--- src/rtl/cdb_pkg.sv ---
// Shared types and constants for the common data bus arbiter.
package cdb_pkg;

  localparam int unsigned NSRC   = 3;
  localparam int unsigned DATA_W = 32;
  localparam int unsigned ROB_W  = 3;

  localparam int unsigned SRC_ALU    = 0;
  localparam int unsigned SRC_BRANCH = 1;
  localparam int unsigned SRC_EARLY  = 2;

  typedef struct packed {
    logic [ROB_W-1:0]  rob;
    logic [DATA_W-1:0] result;
  } cdb_entry_t;

endpackage

--- src/rtl/cdb_src_fifo.sv ---
// Per-source result FIFO; ready is a decode of the registered count only.
module cdb_src_fifo
  import cdb_pkg::*;
#(
  parameter int unsigned DEPTH = 2
) (
  input  logic       clk,
  input  logic       rst,
  input  logic       flush,
  input  logic       push,
  input  logic       pop,
  input  cdb_entry_t wdata,
  output cdb_entry_t head,
  output logic       empty,
  output logic       ready
);

  localparam int unsigned AW = (DEPTH > 1) ? $clog2(DEPTH) : 1;
  localparam int unsigned CW = AW + 1;

  cdb_entry_t    mem [DEPTH];
  logic [AW-1:0] wr_ptr;
  logic [AW-1:0] rd_ptr;
  logic [CW-1:0] count;
  logic          push_ok;
  logic          pop_ok;

  assign empty   = (count == '0);
  assign ready   = (count < CW'(DEPTH));
  assign push_ok = push & ready & ~flush;
  assign pop_ok  = pop & ~empty & ~flush;
  assign head    = mem[rd_ptr];

  always_ff @(posedge clk or posedge rst) begin
    if (rst) begin
      wr_ptr <= '0;
      rd_ptr <= '0;
      count  <= '0;
    end else if (flush) begin
      wr_ptr <= '0;
      rd_ptr <= '0;
      count  <= '0;
    end else begin
      if (push_ok) wr_ptr <= wr_ptr + AW'(1);
      if (pop_ok)  rd_ptr <= rd_ptr + AW'(1);
      case ({push_ok, pop_ok})
        2'b10:   count <= count + CW'(1);
        2'b01:   count <= count - CW'(1);
        default: count <= count;
      endcase
    end
  end

  // Storage needs no reset; count gates every read.
  always_ff @(posedge clk) begin
    if (push_ok) mem[wr_ptr] <= wdata;
  end

endmodule

--- src/rtl/cdb_arbiter.sv ---
// Round-robin arbiter for the single CDB write slot with per-source FIFOs.
module cdb_arbiter #(
  parameter int unsigned WIDTH = 31,
  parameter int unsigned ROB   = 2,
  parameter int unsigned NSRC  = 3,
  parameter int unsigned DEPTH = 2
) (
  input  logic                    clk,
  input  logic                    globalReset,
  input  logic                    flush,
  input  logic [NSRC-1:0]         srcValid,
  input  logic [NSRC*(ROB+1)-1:0] srcRob,
  input  logic [NSRC*(WIDTH+1)-1:0] srcResult,
  output logic [NSRC-1:0]         srcReady,
  output logic                    cdbValid,
  output logic [ROB:0]            cdbRob,
  output logic [WIDTH:0]          cdbResult,
  output logic [NSRC-1:0]         cdbSrc
);

  import cdb_pkg::*;

  localparam int unsigned PW = (NSRC > 1) ? $clog2(NSRC) : 1;

  cdb_entry_t      head [NSRC];
  logic [NSRC-1:0] empty;
  logic [NSRC-1:0] ready;
  logic [NSRC-1:0] eligible;
  logic [NSRC-1:0] rotated;
  logic [NSRC-1:0] grant;
  logic [PW-1:0]   rr_ptr;
  logic [PW-1:0]   rr_nxt;
  logic [PW-1:0]   win;
  logic            any;
  cdb_entry_t      sel;

  for (genvar g = 0; g < NSRC; g++) begin : g_src
    cdb_entry_t wdata;
    assign wdata.rob    = srcRob[g*(ROB+1) +: (ROB+1)];
    assign wdata.result = srcResult[g*(WIDTH+1) +: (WIDTH+1)];

    cdb_src_fifo #(.DEPTH(DEPTH)) u_fifo (
      .clk   (clk),
      .rst   (globalReset),
      .flush (flush),
      .push  (srcValid[g]),
      .pop   (grant[g]),
      .wdata (wdata),
      .head  (head[g]),
      .empty (empty[g]),
      .ready (ready[g])
    );
  end

  assign srcReady = ready;
  assign eligible = ~empty;

  // Rotate eligibility so rr_ptr sits at bit 0, pick lowest, rotate back.
  always_comb begin
    rotated = '0;
    any     = 1'b0;
    win     = '0;
    for (int k = 0; k < int'(NSRC); k++) begin
      rotated[k] = eligible[(k + int'(rr_ptr)) % int'(NSRC)];
    end
    for (int k = int'(NSRC) - 1; k >= 0; k--) begin
      if (rotated[k]) begin
        any = 1'b1;
        win = PW'((k + int'(rr_ptr)) % int'(NSRC));
      end
    end
  end

  always_comb begin
    grant = '0;
    sel   = '0;
    for (int i = 0; i < int'(NSRC); i++) begin
      if (any && (win == PW'(i))) begin
        grant[i] = 1'b1;
        sel      = head[i];
      end
    end
  end

  always_comb begin
    rr_nxt = rr_ptr;
    if (any && !flush) begin
      rr_nxt = (win == PW'(NSRC - 1)) ? '0 : win + PW'(1);
    end
  end

  // Broadcast register; idle and flushed cycles drive zeros.
  always_ff @(posedge clk or posedge globalReset) begin
    if (globalReset) begin
      rr_ptr    <= '0;
      cdbValid  <= 1'b0;
      cdbRob    <= '0;
      cdbResult <= '0;
      cdbSrc    <= '0;
    end else begin
      rr_ptr <= rr_nxt;
      if (any && !flush) begin
        cdbValid  <= 1'b1;
        cdbRob    <= sel.rob;
        cdbResult <= sel.result;
        cdbSrc    <= grant;
      end else begin
        cdbValid  <= 1'b0;
        cdbRob    <= '0;
        cdbResult <= '0;
        cdbSrc    <= '0;
      end
    end
  end

endmodule

--- config.mk ---
export PLATFORM = sky130hd
export DESIGN_NAME = cdb_arbiter
export DESIGN_NICKNAME = d
export VERILOG_FILES = /design/src/rtl/cdb_pkg.sv /design/src/rtl/cdb_src_fifo.sv /design/src/rtl/cdb_arbiter.sv
export SDC_FILE = /design/constraint.sdc
export NUM_CORES = 1
export LEC_CHECK = 0
export ABC_AREA = 1
export BUFFER_PORTS_ARGS = -buffer_cell sky130_fd_sc_hd__clkbuf_2
export CORE_ASPECT_RATIO = 0.8
export CORE_UTILIZATION = 50
export DETAILED_ROUTE_END_ITERATION = 12
export PLACE_DENSITY = 0.68
export SKIP_LAST_GASP = 1
export SLEW_MARGIN = 15
export SYNTH_ARGS = -nofsm -noshare
export SYNTH_HDL_FRONTEND = slang
export SYNTH_SLANG_ARGS = --single-unit
--- constraint.sdc ---
create_clock -name clk -period 3 [get_ports clk]
set_input_delay 0.6 -clock clk [delete_from_list [all_inputs] [get_ports clk]]
set_output_delay 0.6 -clock clk [all_outputs]
set_load 0.02 [all_outputs]
# ---- Yosys cells after proc, flatten, opt, wreduce, memory -nomap -nowiden
# Memories as Yosys holds them, arrays and structs flattened.
# Cells that the tools add are included.
dict set report word_totals {
  ram_bits 210
  out_inout_bits 42
  input_bits 111
  ff_bits 53
  elab_cells 134
  n_memories 3
}
# memory depth width rd rd_clocked_by_memory_dff write_ports line
set mem_list {}
lappend mem_list {{g_src[0].u_fifo.mem} 2 35 1 0 1 cdb_src_fifo.sv:21} ;# cdb_entry_t mem [DEPTH];
lappend mem_list {{g_src[1].u_fifo.mem} 2 35 1 0 1 cdb_src_fifo.sv:21}
lappend mem_list {{g_src[2].u_fifo.mem} 2 35 1 0 1 cdb_src_fifo.sv:21}
dict set report op_classes {
  n_addsub 15
  n_bitwise 17
  n_reduce_logical 18
  magnitude_cmp 6
  mux 50
  n_eq_ne 8
  div_mod_pow 3
}
# op count
set op_table {}
lappend op_table {{35-bit 2-to-1 mux} 3}
lappend op_table {{32-bit by 4-bit < comparator with 1-bit output, second input constant} 3}
lappend op_table {{32-bit by 3-bit remainder unit with 32-bit output, second input constant} 2}
lappend op_table {{3-bit by 3-bit remainder unit with 32-bit output, second input constant} 1}
lappend op_table {{32-bit 2-to-1 mux} 1}
lappend op_table {{1-bit 2-to-1 mux} 31}
lappend op_table {{2-bit 2-to-1 mux} 7}
lappend op_table {{1-bit bitwise AND} 12}
lappend op_table {{2-bit one-hot mux with 2 select lines} 3}
lappend op_table {{2-bit nonzero test} 6}
lappend op_table {{3-bit nonzero test} 3}
lappend op_table {{2-bit by 1-bit adder with 2-bit output, second input constant} 4}
lappend op_table {{2-bit by 1-bit == test with 1-bit output, second input constant} 4}
lappend op_table {{2-bit == test, second input constant} 4}
lappend op_table {{2-bit zero test} 4}
lappend op_table {{1-bit adder, second input constant} 6}
lappend op_table {{1-bit binary-select mux with 2-bit select} 3}
lappend op_table {{2-bit < comparator, second input constant} 3}
lappend op_table {{3-bit 2-to-1 mux} 2}
lappend op_table {{2-bit by 1-bit subtractor with 2-bit output, second input constant} 3}
lappend op_table {{1-bit logical AND} 4}
lappend op_table {{1-bit NOT} 4}
lappend op_table {{1-bit by 2-bit adder with 3-bit output, first input constant} 1}
lappend op_table {{2-bit by 2-bit adder with 3-bit output, first input constant} 1}
lappend op_table {{2 further kinds} 2}

# ---- Logic depth before layout (Yosys ltp)
dict set report logic_depth {
  word_depth 16
  mapped_depth 17
  depth_no_buf 16
}

# ---- Modules after synthesis
# A second synthesis with hierarchy kept.
dict set report unflattened {
  cells_unflattened 986
  hier_area_um2 10641.5
}
# module cells_per_inst seq_area_each_um2 instances area_each_um2
set modules_own_cells {}
lappend modules_own_cells {{cdb_src_fifo at g_src[1].u_fifo ...} 218 2202.1 2 2791.4}
lappend modules_own_cells {{cdb_src_fifo at g_src[0].u_fifo} 224 2202.1 1 2791.4}
lappend modules_own_cells {cdb_arbiter 326 1026.0 1 2267.2}

# ---- Least setup slack after synthesis
# OpenSTA, ideal clock, no wires.
dict set report synth_timing {
  path_type {in2reg}
  startpoint {input flush}
  endpoint {memory g_src[0].u_fifo.mem[0][0] in the netlist's numbering, enable pin}
  t_required_ns 2.572
  path_buffers 1
  setup_ns 0.428
  stages 4
  t_arrival_ns 2.607
  path_slack_ns -0.035
  path_cell_list {inv_1 > clkbuf_1 > nand3_1 > nor2_1}
}
dict set report synth_between {
  elab_chain_len 4
}
# item line
set synth_lines {}
lappend synth_lines {{start: declaration} cdb_arbiter.sv:10} ;# input logic flush,
lappend synth_lines {{1-bit NOT} cdb_src_fifo.sv:30} ;# assign push_ok = push & ready & ~flush;
lappend synth_lines {{1-bit bitwise AND} cdb_src_fifo.sv:30}
lappend synth_lines {{1-bit 2-to-1 mux} cdb_src_fifo.sv:56} ;# if (push_ok) mem[wr_ptr] <= wdata;
lappend synth_lines {{1-bit 2-to-1 mux (not written as such)} cdb_src_fifo.sv:56}
lappend synth_lines {{end: declaration} cdb_src_fifo.sv:21}
# Every way passes these cells.

# ---- Worst setup path in the final report
dict set report layout_timing {
  startpoint {register rr_ptr[0]}
  endpoint {register cdbResult[20]}
}
dict set report layout_between {
  elab_chain_len 14
  elab_cells_between_ends 31
  classes_between {2 x add/sub; 3 x div; 2 x eq/ne; 19 x mux; 5 x reduce/logical}
}
# item line
set layout_lines {}
lappend layout_lines {{start: declaration} cdb_arbiter.sv:31} ;# logic [PW-1:0] rr_ptr;
lappend layout_lines {{start signal: assignment} cdb_arbiter.sv:101} ;# rr_ptr <= rr_nxt;
lappend layout_lines {{2-bit by 2-bit adder with 3-bit output} {cdb_arbiter.sv:64, cdb_arbiter.sv:69}}
lappend layout_lines {{32-bit by 3-bit remainder unit with 32-bit output} {cdb_arbiter.sv:64, cdb_arbiter.sv:69}}
lappend layout_lines {{1-bit binary-select mux with 2-bit select} cdb_arbiter.sv:64} ;# rotated[k] = eligible[(k + int'(rr_ptr)) % int'(NSRC)];
lappend layout_lines {{1-bit 2-to-1 mux (not written as such) (2 in series)} cdb_arbiter.sv:64}
lappend layout_lines {{2-bit 2-to-1 mux (3 in series)} cdb_arbiter.sv:67} ;# if (rotated[k]) begin
lappend layout_lines {{2-bit zero test} cdb_arbiter.sv:78} ;# if (any && (win == PW'(i))) begin
lappend layout_lines {{1-bit logical AND} cdb_arbiter.sv:78}
lappend layout_lines {{35-bit 2-to-1 mux (3 in series)} cdb_arbiter.sv:78}
lappend layout_lines {{32-bit 2-to-1 mux (*)} cdb_arbiter.sv:102} ;# if (any && !flush) begin
lappend layout_lines {{end signal: assignment} cdb_arbiter.sv:105} ;# cdbResult <= sel.result;
lappend layout_lines {{end: declaration} cdb_arbiter.sv:17} ;# output logic [WIDTH:0] cdbResult,
# Mark *: on every way between the ends. The rest lies on a longest branch, timed or not. The select of a mux whose other input is x is not followed.
# A chain may end at the register's enable or synchronous reset.

==> results.py <==
metrics = {
    "die": {
        "core_area_sq_mm": 0.0206,
        "die-area_sq_mm": 0.0216,
        "floorplan.initialDensity_pct": 50.9,
        "die_w_um": 164,
        "die_y_um": 132,
        "num_io_pins": 153,
        "rows": 47,
    },
    "clock_network": {
        "cts_sinks": 263,
        "cts_resized": 0,
        "numCtsBuffers": 26,
        "htree_num_levels": 1,
        "cts.hold.buffers_added": 0,
        "path_clk_slew_ps": 60,
        "cts_setup_buffers": 0,
        "cts_root_buf": "clkbuf_16",
        "clk_path_buf_depth": 3,
        "cts_tree": "done",
        "clock_latency_ps": 530,
    },
    "run_status": {
        "status": "complete, no violations",
    },
    "routing": {
        "dr.pass1.iters": 5,
        "antenna_left": 0,
        "dr.first_iter.drc_count": 679,
        "drt-total-wl_um": 24700,
        "num_vias": 6830,
        "drcViolationCount": 0,
        "avgViaCountPerCell": 5.32,
        "wire_per_inst_um": 19.2,
    },
    "placed_design": {
        "placedInstanceArea_sq_mm": 0.0116,
        "dpl.cell_count": 1236,
        "io_buffers": 152,
        "hpwl_um": 16100,
        "gp_congestion": 0.904,
    },
    "setup_path": {
        "path_max_fanout": 35,
        "critPathRequiredTime_ps": 3440,
        "cp-end-kind": "register",
        "setup.worst_path.class": "reg -> reg",
        "arrival_ps": 3080,
        "startpoint_type": "register",
        "worstSetupStartpoint": "rr_ptr[0]",
        "r2r_start": "rr_ptr[0]",
    },
    "sta": {
        "hold_viol": 0,
        "finalSetupViolations": 0,
        "hold_slack_ps": 131,
        "drv_slew": 0,
        "rsz0062_at_grt": "false",
        "slew_headroom_pct": 43.2,
        "fin_skew_ps": 14.3,
        "timing.fmax_mhz": 379,
        "fin_crit_sh_pct": 87.9,
        "worst_pin_slew_ps": 847,
        "fin_crit_ps": 2640,
    },
    "logic_synthesis": {
        "synth_area_sq_mm": 0.0105,
        "synth_top_area_share_pct": 60.1,
        "synthCells": 834,
        "syn-num-nets": 947,
        "syn_area_per_cell_sq_um": 12.6,
        "ys_types": 30,
        "synth_seq_area_share_pct": 72.7,
        "synth.area.top_cells": "edfxtp_1, dfrtp_1, nand2_1, o211ai_1, a31oi_2",
        "synth.yosys.warnings": 0,
        "ys_ff_latch": 263,
        "yosys.area.top_type": "edfxtp_1",
    },
    "run": {
        "max-cap-violations": 0,
    },
    "final_layout": {
        "mostFrequentLayoutCell": "nand2_1",
        "layout-drive-gt1-share_pct": 31.7,
        "n_fill_cell": 1663,
        "final_cells": 1284,
        "nets": 1108,
        "final_cell_mix": "nand2_1, edfxtp_1, clkbuf_2, dfrtp_1, nand3_1",
        "antenna_cells": 0,
        "syn_to_final_growth_pct": 18.0,
        "fin_area_sq_mm": 0.0124,
    },
    "global_routing": {
        "grt.total_usage_pct": 23.5,
        "grt_antenna_before_repair": 0,
        "grt_pass1_wl_um": 37700,
        "grt_pass1_vias": 6683,
        "grt-ovfl-total": 0,
        "grt_max_degree": 38,
    },
    "pwr": {
        "leakagePower_nw": 4.98,
        "peakVddDrop_v": 0.000791,
        "power.density_mw_per_mm2": 1000,
    },
    "worst_hold_path": {
        "hold_class": "in -> async",
    },
}
[cells by family after synthesis]
| kind of cell | count (synthesis) | synth area share, % |
|---|---|---|
| flip-flops | 263 | 72.7 |
| adder cells (fa/ha/maj) | 2 | 0.238 |
| AND/OR/NAND/NOR | 401 | 16.6 |
| buffers and inverters | 78 | 3.62 |
| AO/OA/AOI/OAI | 90 | 6.85 |
[path summary, 6_finish.rpt]
| kind | cells past startpoint | slack [ps] | to |
|---|---|---|---|
| max | 14 | 360 | cdbResult[20] |
| min | 2 | 130 | cdbSrc[1] |
| max reg2reg | 14 | 360 | cdbResult[20] |
| min reg2reg | 2 | 540 | g_src[0].u_fifo.count[0] |
| max in group asynchronous | 3 | 2170 | cdbResult[12] |
| min in group clk | 1 | 250 | g_src[1].u_fifo.mem[0][34] |
[worst max-delay path: stages (launching register included)]
cell and delay [ps]:
dfrtp_1 350, inv_1 60, ha_1 380, inv_2 70, nor2_1 80, nand2_1 70, nand3_1 110, nor2_1 50
nand2_1 70, nand2_2 300, inv_2 210, nand2_2 100, inv_4 410, nand2_2 110, a31oi_2 160
[area by class of cell]
type	count	area [sq um]	area share, %
tap	269	337	2.72
clock inverter	8	51.3	0.414
clock buffer	40	733	5.92
timing repair buffer	176	966	7.80
inverter	35	134	1.08
sequential	263	7640	61.6
multi-input combinational	493	2530	20.4
[layer usage]
layer / track usage [%] / vias to the layer above / wire [um]
met5: 0 / - / 0
met4: 5.35 / 0 / 462
met3: 4.70 / 34 / 1860
met2: 37.1 / 269 / 11300
met1: 33.7 / 3308 / 11100
li1: - / 3219 / -
[state kept, by name (all words and copies together), names as in the netlist, 2 cells and up]
name,cells
g_src.u_fifo.mem,210
cdbSrc,3
cdbRob,3
g_src.u_fifo.count,6
cdbResult,32
rr_ptr,2
g_src.u_fifo.rd_ptr,3
g_src.u_fifo.wr_ptr,3
[stage by stage]
step	setup slack [ps]	total power, mW	setup TNS, ps	util (%)
floorplan	-35.0	8.32	-1670	-
global placement	490	9.43	0	56.2
detailed placement	343	9.53	0	56.2
CTS	331	12.5	0	60.0
global route	115	13.1	0	60.0
finish	363	12.4	0	60.0
[synth_stat cells]
cell / count
inv_1: 22
nor3_1: 1
nand2_2: 25
nand3_2: 1
o211ai_1: 35
inv_4: 1
buf_4: 11
or2_2: 35
a21oi_2: 1
buf_6: 2
edfxtp_1: 210
a21oi_1: 5
clkbuf_1: 22
o21bai_1: 3
a31oi_1: 16
inv_2: 11
nand3_1: 49
buf_2: 5
ha_1: 2
buf_8: 2
buf_1: 1
o21ai_1: 2
nand2_1: 266
clkinv_1: 1
nor2_1: 20
a31oi_2: 20
nor2_4: 1
dfrtp_1: 53
nor2_2: 3
o21ai_0: 8
[power by group]
| part | total, mW | internal [mW] | switching [mW] |
|---|---|---|---|
| Sequential | 4.62 | 4.46 | 0.166 |
| Combinational | 4.81 | 1.41 | 3.40 |
| Clock | 3.00 | 1.68 | 1.32 |
(Power assumes the default switching activity.)
